$ cat src/rtl/ps2_host_tx.sv
// Host-to-device PS/2 transmitter: inhibits the bus, sends start/8 data/odd parity/stop
// on device clock falling edges, then samples the device acknowledge.
module ps2_host_tx #(
  parameter int INHIBIT_CYCLES = 10000,
  parameter int TIMEOUT_CYCLES = 1500000
) (
  input  logic       clk,
  input  logic       rst,
  input  logic       tx_valid,
  input  logic [7:0] tx_data,
  output logic       tx_ready,
  input  logic       ps2_clk_i,
  input  logic       ps2_data_i,
  output logic       ps2_clk_oe,
  output logic       ps2_data_oe,
  output logic       busy,
  output logic       done,
  output logic       ack_err,
  output logic       timeout_err
);

  typedef enum logic [2:0] {
    S_IDLE,
    S_INHIBIT,
    S_START,
    S_SHIFT,
    S_ACK,
    S_WAIT_IDLE
  } state_t;

  localparam logic [13:0] INH_LAST = 14'(INHIBIT_CYCLES - 1);
  localparam logic [20:0] TO_LAST  = 21'(TIMEOUT_CYCLES - 1);

  function automatic logic [3:0] sat_inc_idx(input logic [3:0] idx);
    return (idx == 4'd10) ? 4'd10 : idx + 4'd1;
  endfunction

  state_t      state_q, state_d;
  logic [1:0]  clk_sync_q, clk_sync_d;
  logic [1:0]  data_sync_q, data_sync_d;
  logic        clk_prev_q, clk_prev_d;
  logic [9:0]  frame_q, frame_d;
  logic [3:0]  bit_idx_q, bit_idx_d;
  logic [13:0] inh_cnt_q, inh_cnt_d;
  logic [20:0] to_cnt_q, to_cnt_d;
  logic        clk_oe_q, clk_oe_d;
  logic        data_oe_q, data_oe_d;
  logic        ack_pend_q, ack_pend_d;
  logic        done_q, done_d;
  logic        ack_err_q, ack_err_d;
  logic        timeout_err_q, timeout_err_d;

  logic clk_s, data_s, fe, to_hit;

  assign clk_s  = clk_sync_q[1];
  assign data_s = data_sync_q[1];
  assign fe     = clk_prev_q & ~clk_s;
  assign to_hit = (to_cnt_q == TO_LAST);

  assign tx_ready    = (state_q == S_IDLE) && !done_q;
  assign busy        = (state_q != S_IDLE);
  assign ps2_clk_oe  = clk_oe_q;
  assign ps2_data_oe = data_oe_q;
  assign done        = done_q;
  assign ack_err     = ack_err_q;
  assign timeout_err = timeout_err_q;

  always_comb begin
    clk_sync_d    = {clk_sync_q[0], ps2_clk_i};
    data_sync_d   = {data_sync_q[0], ps2_data_i};
    clk_prev_d    = clk_s;
    state_d       = state_q;
    frame_d       = frame_q;
    bit_idx_d     = bit_idx_q;
    inh_cnt_d     = inh_cnt_q;
    to_cnt_d      = to_cnt_q;
    clk_oe_d      = clk_oe_q;
    data_oe_d     = data_oe_q;
    ack_pend_d    = ack_pend_q;
    done_d        = 1'b0;
    ack_err_d     = 1'b0;
    timeout_err_d = 1'b0;

    // Timed states: any falling edge restarts the no-activity window.
    if (state_q == S_SHIFT || state_q == S_ACK || state_q == S_WAIT_IDLE) begin
      to_cnt_d = fe ? '0 : to_cnt_q + 21'd1;
    end

    case (state_q)
      S_IDLE: begin
        clk_oe_d  = 1'b0;
        data_oe_d = 1'b0;
        if (tx_valid && tx_ready) begin
          frame_d   = {1'b1, ~^tx_data, tx_data};
          inh_cnt_d = '0;
          clk_oe_d  = 1'b1;
          state_d   = S_INHIBIT;
        end
      end
      S_INHIBIT: begin
        if (inh_cnt_q == INH_LAST) begin
          data_oe_d = 1'b1;
          state_d   = S_START;
        end else begin
          inh_cnt_d = inh_cnt_q + 14'd1;
        end
      end
      S_START: begin
        clk_oe_d  = 1'b0;
        bit_idx_d = '0;
        to_cnt_d  = '0;
        state_d   = S_SHIFT;
      end
      S_SHIFT: begin
        if (fe) begin
          data_oe_d = ~frame_q[bit_idx_q];
          bit_idx_d = sat_inc_idx(bit_idx_q);
          if (bit_idx_q == 4'd9) state_d = S_ACK;
        end
      end
      S_ACK: begin
        if (fe) begin
          ack_pend_d = data_s;
          state_d    = S_WAIT_IDLE;
        end
      end
      S_WAIT_IDLE: begin
        data_oe_d = 1'b0;
        if (clk_s && data_s) begin
          done_d    = 1'b1;
          ack_err_d = ack_pend_q;
          state_d   = S_IDLE;
        end
      end
      default: state_d = S_IDLE;
    endcase

    // Abort wins only when the window expired with no edge and no normal exit this cycle.
    if ((state_q == S_SHIFT || state_q == S_ACK || state_q == S_WAIT_IDLE) &&
        !fe && to_hit && !(state_q == S_WAIT_IDLE && clk_s && data_s)) begin
      clk_oe_d      = 1'b0;
      data_oe_d     = 1'b0;
      done_d        = 1'b1;
      ack_err_d     = 1'b0;
      timeout_err_d = 1'b1;
      state_d       = S_IDLE;
    end
  end

  always_ff @(posedge clk or negedge rst) begin
    if (!rst) begin
      state_q       <= S_IDLE;
      clk_sync_q    <= 2'b11;
      data_sync_q   <= 2'b11;
      clk_prev_q    <= 1'b1;
      frame_q       <= '0;
      bit_idx_q     <= '0;
      inh_cnt_q     <= '0;
      to_cnt_q      <= '0;
      clk_oe_q      <= 1'b0;
      data_oe_q     <= 1'b0;
      ack_pend_q    <= 1'b0;
      done_q        <= 1'b0;
      ack_err_q     <= 1'b0;
      timeout_err_q <= 1'b0;
    end else begin
      state_q       <= state_d;
      clk_sync_q    <= clk_sync_d;
      data_sync_q   <= data_sync_d;
      clk_prev_q    <= clk_prev_d;
      frame_q       <= frame_d;
      bit_idx_q     <= bit_idx_d;
      inh_cnt_q     <= inh_cnt_d;
      to_cnt_q      <= to_cnt_d;
      clk_oe_q      <= clk_oe_d;
      data_oe_q     <= data_oe_d;
      ack_pend_q    <= ack_pend_d;
      done_q        <= done_d;
      ack_err_q     <= ack_err_d;
      timeout_err_q <= timeout_err_d;
    end
  end

endmodule
$ cat config.mk
export PLATFORM = sky130hd
export DESIGN_NAME = ps2_host_tx
export DESIGN_NICKNAME = d
export VERILOG_FILES = /design/src/rtl/ps2_host_tx.sv
export SDC_FILE = /design/constraint.sdc
export NUM_CORES = 1
export LEC_CHECK = 0
export ABC_AREA = 1
export CAP_MARGIN = 10
export CELL_PAD_IN_SITES_DETAIL_PLACEMENT = 0
export CELL_PAD_IN_SITES_GLOBAL_PLACEMENT = 1
export CORE_ASPECT_RATIO = 0.5
export CORE_MARGIN = 5
export CORE_UTILIZATION = 45
export DETAILED_ROUTE_END_ITERATION = 7
export GPL_TIMING_DRIVEN = 0
export PLACE_DENSITY_LB_ADDON = 0.1
export REMOVE_ABC_BUFFERS = 1
export SYNTH_ARGS = -nofsm -noshare
export SYNTH_HDL_FRONTEND = slang
export SYNTH_SLANG_ARGS = --single-unit
export TNS_END_PERCENT = 10
$ cat constraint.sdc
create_clock -name clk -period 1.62 [get_ports clk]
set_input_delay 0.162 -clock clk [delete_from_list [all_inputs] [get_ports clk]]
set_output_delay 0.162 -clock clk [all_outputs]
set_load 0.05 [all_outputs]
==> reports/summary.json <==
{
  "top_level_ports": {"value": 20},
  "worst_slack": {"value": 0.0218, "unit": "ns"},
  "grt_start_max_net_pins": {"value": 64},
  "synth_cells": {"value": 506},
  "path_cells": {"value": "nor2_4 -> nand2_2 -> nor2_2 -> buf_4"},
  "wire_length_of_the_first_global_routing_pass": {"value": 14700, "unit": "um"},
  "detail_route.iter0.violations": {"value": 144},
  "timing.critical_path.from_type": {"value": "flop"},
  "timing.hold.ws": {"value": 0.245, "unit": "ns"},
  "pre_cts_setup_slack": {"value": -0.656, "unit": "ns"},
  "cts_tree": {"value": "done"},
  "first_global_vias": {"value": 3123},
  "postSynth.asyncResetShare": {"value": 1.00},
  "clkSinkCount": {"value": 63},
  "wirelength": {"value": 8690, "unit": "um"},
  "synth_area_leaders": {"value": "sky130_fd_sc_hd__dfrtp_1 38%, sky130_fd_sc_hd__nand2_1 12%, sky130_fd_sc_hd__nand3_1 7.7%"},
  "syn-cell-area": {"value": 0.00378, "unit": "mm^2"},
  "route.detailed.vias_per_inst": {"value": 5.03},
  "powerDensity": {"value": 1550, "unit": "mW/mm^2"},
  "worstSkewPairLatency": {"value": 0.33, "unit": "ns"},
  "place.port_buffers": {"value": 19},
  "final_layout_size_suffix_gt1_frac": {"value": 0.164},
  "synth_edf_count": {"value": 0},
  "report.power.total": {"value": 7.03, "unit": "mW"},
  "yosys_register_bits": {"value": 63},
  "die_y": {"value": 74.8, "unit": "um"},
  "period_share": {"value": 0.987},
  "yosys_most_used_dff": {"value": "sky130_fd_sc_hd__dfrtp_1"},
  "rsz0062_at_grt": {"value": "yes"},
  "dpl.hpwl": {"value": 6150, "unit": "um"},
  "synthDominantCellAreaShare": {"value": 0.384},
  "numCtsBuffers": {"value": 9},
  "gr-total-overflow": {"value": 0},
  "final_design_area_no_fill": {"value": 0.00453, "unit": "mm^2"},
  "cts.root.buffer_cell": {"value": "sky130_fd_sc_hd__clkbuf_16"},
  "drcViolationCount": {"value": 0},
  "gp_congestion": {"value": 0.851},
  "yosysSeqAreaShare": {"value": 0.418},
  "routed-via-count": {"value": 3302},
  "timing.critical_path.slowest_cell_delay": {"value": 0.48, "unit": "ns"},
  "critical_path.slowest_cell": {"value": "sky130_fd_sc_hd__dfrtp_2"},
  "r2r_cells": {"value": 8},
  "fin_crit": {"value": 1.60, "unit": "ns"},
  "ir_drop": {"value": 948, "unit": "uV"},
  "area_of_the_die": {"value": 0.0105, "unit": "mm^2"},
  "timing.rr.end": {"value": "inh_cnt_q[3]"},
  "p_leak": {"value": 2.03, "unit": "nW"},
  "finalSetupViolations": {"value": 0},
  "ys_types": {"value": 41},
  "detail-route-antenna-nets": {"value": 0},
  "max-cap-violations": {"value": 0},
  "timing.final.hold_violations": {"value": 0},
  "timing.clock.skew": {"value": 0.00553, "unit": "ns"},
  "htree_num_levels": {"value": 3},
  "cts.clk_slew.worst_paths": {"value": 0.05, "unit": "ns"},
  "hold_path_end": {"value": "clk_sync_q[0]"},
  "slew_headroom": {"value": 0.464},
  "timing.setup.critical_path_class": {"value": "reg2out"},
  "syn2layout_area_growth": {"value": 19.8, "unit": "%"},
  "total_of_warnings_raised_by_yosys": {"value": 0},
  "cp-startpoint": {"value": "state_q[0]"},
  "crit_required": {"value": 1.46, "unit": "ns"},
  "max_freq": {"value": 626, "unit": "MHz"},
  "placement_rows": {"value": 23},
  "outcome": {"value": "finished, final reports clean"},
  "grt_antenna_before_repair": {"value": 0},
  "dr.pass1.iters": {"value": 5},
  "cp_max_fo": {"value": 8},
  "initial_utilization": {"value": 0.468},
  "core_region_area": {"value": 0.00809, "unit": "mm^2"},
  "worst_hold_path_stage_count": {"value": 1},
  "wl_per_cell": {"value": 13.2, "unit": "um"},
  "die_w": {"value": 140, "unit": "um"},
  "end_kind": {"value": "output pin"},
  "timing.setup.tns": {"value": 0, "unit": "ns"},
  "synth_top_area_cell": {"value": "sky130_fd_sc_hd__dfrtp_1"},
  "synthesis.area_per_instance": {"value": 7.48, "unit": "um^2"},
  "timing_worst_slew_pin_value": {"value": 0.804, "unit": "ns"},
  "worst-r2r-setup-slack": {"value": 0.04, "unit": "ns"},
  "critical_path_arrival": {"value": 1.44, "unit": "ns"},
  "hold_class": {"value": "in2reg"},
  "timing_max_transition_violations_final": {"value": 0},
  "placedInstanceArea": {"value": 0.00405, "unit": "mm^2"},
  "cts.path.max_buffers": {"value": 2},
  "n_antenna_cell": {"value": 0},
  "crit-reg2reg-launch": {"value": "state_q[1]"},
  "final_nets": {"value": 557},
  "global_route_total_usage_across_every_layer": {"value": 0.177},
  "timing.hold.worst.start": {"value": "ps2_clk_i"}
}
## critical path: cells and delay by family, from the launching register on
kind / cells / cell delay, ns
flip-flops: 1 / 0.48
AND/OR/NAND/NOR: 3 / 0.41
buffers and inverters: 1 / 0.21
## cells in the mapped netlist, drive strengths merged, types with 2 or more instances
library cell,number
nand3,61
buf,7
nor3,14
ha,5
a21oi,17
nand2,127
dfrtp,58
o211ai,2
dfstp,5
xnor2,6
inv,72
nand4,12
nor2,60
o21ai,37
o22ai,8
xor2,7
## flip-flops by register name (all words and copies together) (netlist names)
name	count
ack_err	1
ack_pend_q	1
bit_idx_q	4
clk_prev_q	1
clk_sync_q	2
data_sync_q	2
done	1
frame_q	10
inh_cnt_q	14
ps2_clk_oe	1
ps2_data_oe	1
state_q	3
timeout_err	1
to_cnt_q	21
## worst max-delay path by stage
stage | endpoint | slack, ns | cells past startpoint
finish | tx_ready | 0.02 | 4
detailed placement | inh_cnt_q[3] | -0.66 | 7
CTS | busy | -0.02 | 3
global route | inh_cnt_q[3] | -0.05 | 8
global placement | frame_q[2] | -1.76 | 1
floorplan | frame_q[0] | -0.34 | 6
## repair_timing
action,4_1_cts,5_1_grt
hold endpoints to repair,58,0
buffers inserted,5,5
resized for setup,28,24
hold buffers,1,0
endpoints found under the setup margin,41,33
pin swaps,2,4
## kinds of logic after synthesis
kind of cell / Yosys count / synth area share
AND/OR/NAND/NOR: 278 / 0.336
buffers and inverters: 80 / 0.0893
AO/OA/AOI/OAI: 67 / 0.109
flip-flops: 63 / 0.418
XOR/XNOR: 13 / 0.0301
adder cells (fa/ha/maj): 5 / 0.0165
## cell usage in the layout, fill, tap and decap left out, types with 4 or more instances in the layout
cell type and n:
sky130_fd_sc_hd__inv_1 63, sky130_fd_sc_hd__dfstp_2 5, sky130_fd_sc_hd__nand3_1 55, sky130_fd_sc_hd__a21oi_1 14, sky130_fd_sc_hd__o21ai_0 21, sky130_fd_sc_hd__nor2_1 51
sky130_fd_sc_hd__clkdlybuf4s50_1 11, sky130_fd_sc_hd__clkbuf_16 9, sky130_fd_sc_hd__nand4_1 12, sky130_fd_sc_hd__nor3_1 13, sky130_fd_sc_hd__nand2_1 120, sky130_fd_sc_hd__o22ai_2 4
sky130_fd_sc_hd__dfrtp_1 49, sky130_fd_sc_hd__dfrtp_2 9, sky130_fd_sc_hd__xnor2_1 6, sky130_fd_sc_hd__o22ai_1 4, sky130_fd_sc_hd__inv_2 5, sky130_fd_sc_hd__o21ai_1 11
sky130_fd_sc_hd__o21ai_2 5, sky130_fd_sc_hd__nor2_2 5, sky130_fd_sc_hd__xor2_1 7, sky130_fd_sc_hd__buf_4 12
## through the flow
stage          utilization  instances
6_report             0.561        656
3_3_place_gp         0.501        629
2_1_floorplan            -        498
5_1_grt              0.561        656
4_1_cts              0.548        651
3_5_place_dp         0.501        629
## where the power goes
part	total, mW	internal (mW)	switching (mW)
Sequential	2.25	1.93	0.321
Combinational	3.03	1.02	2.00
Clock	1.76	1.07	0.684
## area by class of cell
cell class / count / area, um^2
fillers: 790 / 3550
multi-input cells: 363 / 1970
flip-flops and latches: 63 / 1590
inverters: 72 / 285
repair buffers: 30 / 267
clock buffers: 11 / 243
well taps: 112 / 140
clock inverters: 5 / 33.8
## routing by layer
metal  global-route usage  part of all wire  vias up  routed length, um
met1                0.231              0.49     1527               4250
met4               0.0580             0.014        0                121
met2                0.296              0.46       50               3990
met5                    0                 0        -                  0
met3               0.0438             0.037        9                322
li1                     -                 -     1716                  -
Note: power is estimated with default switching activity, not from simulation.
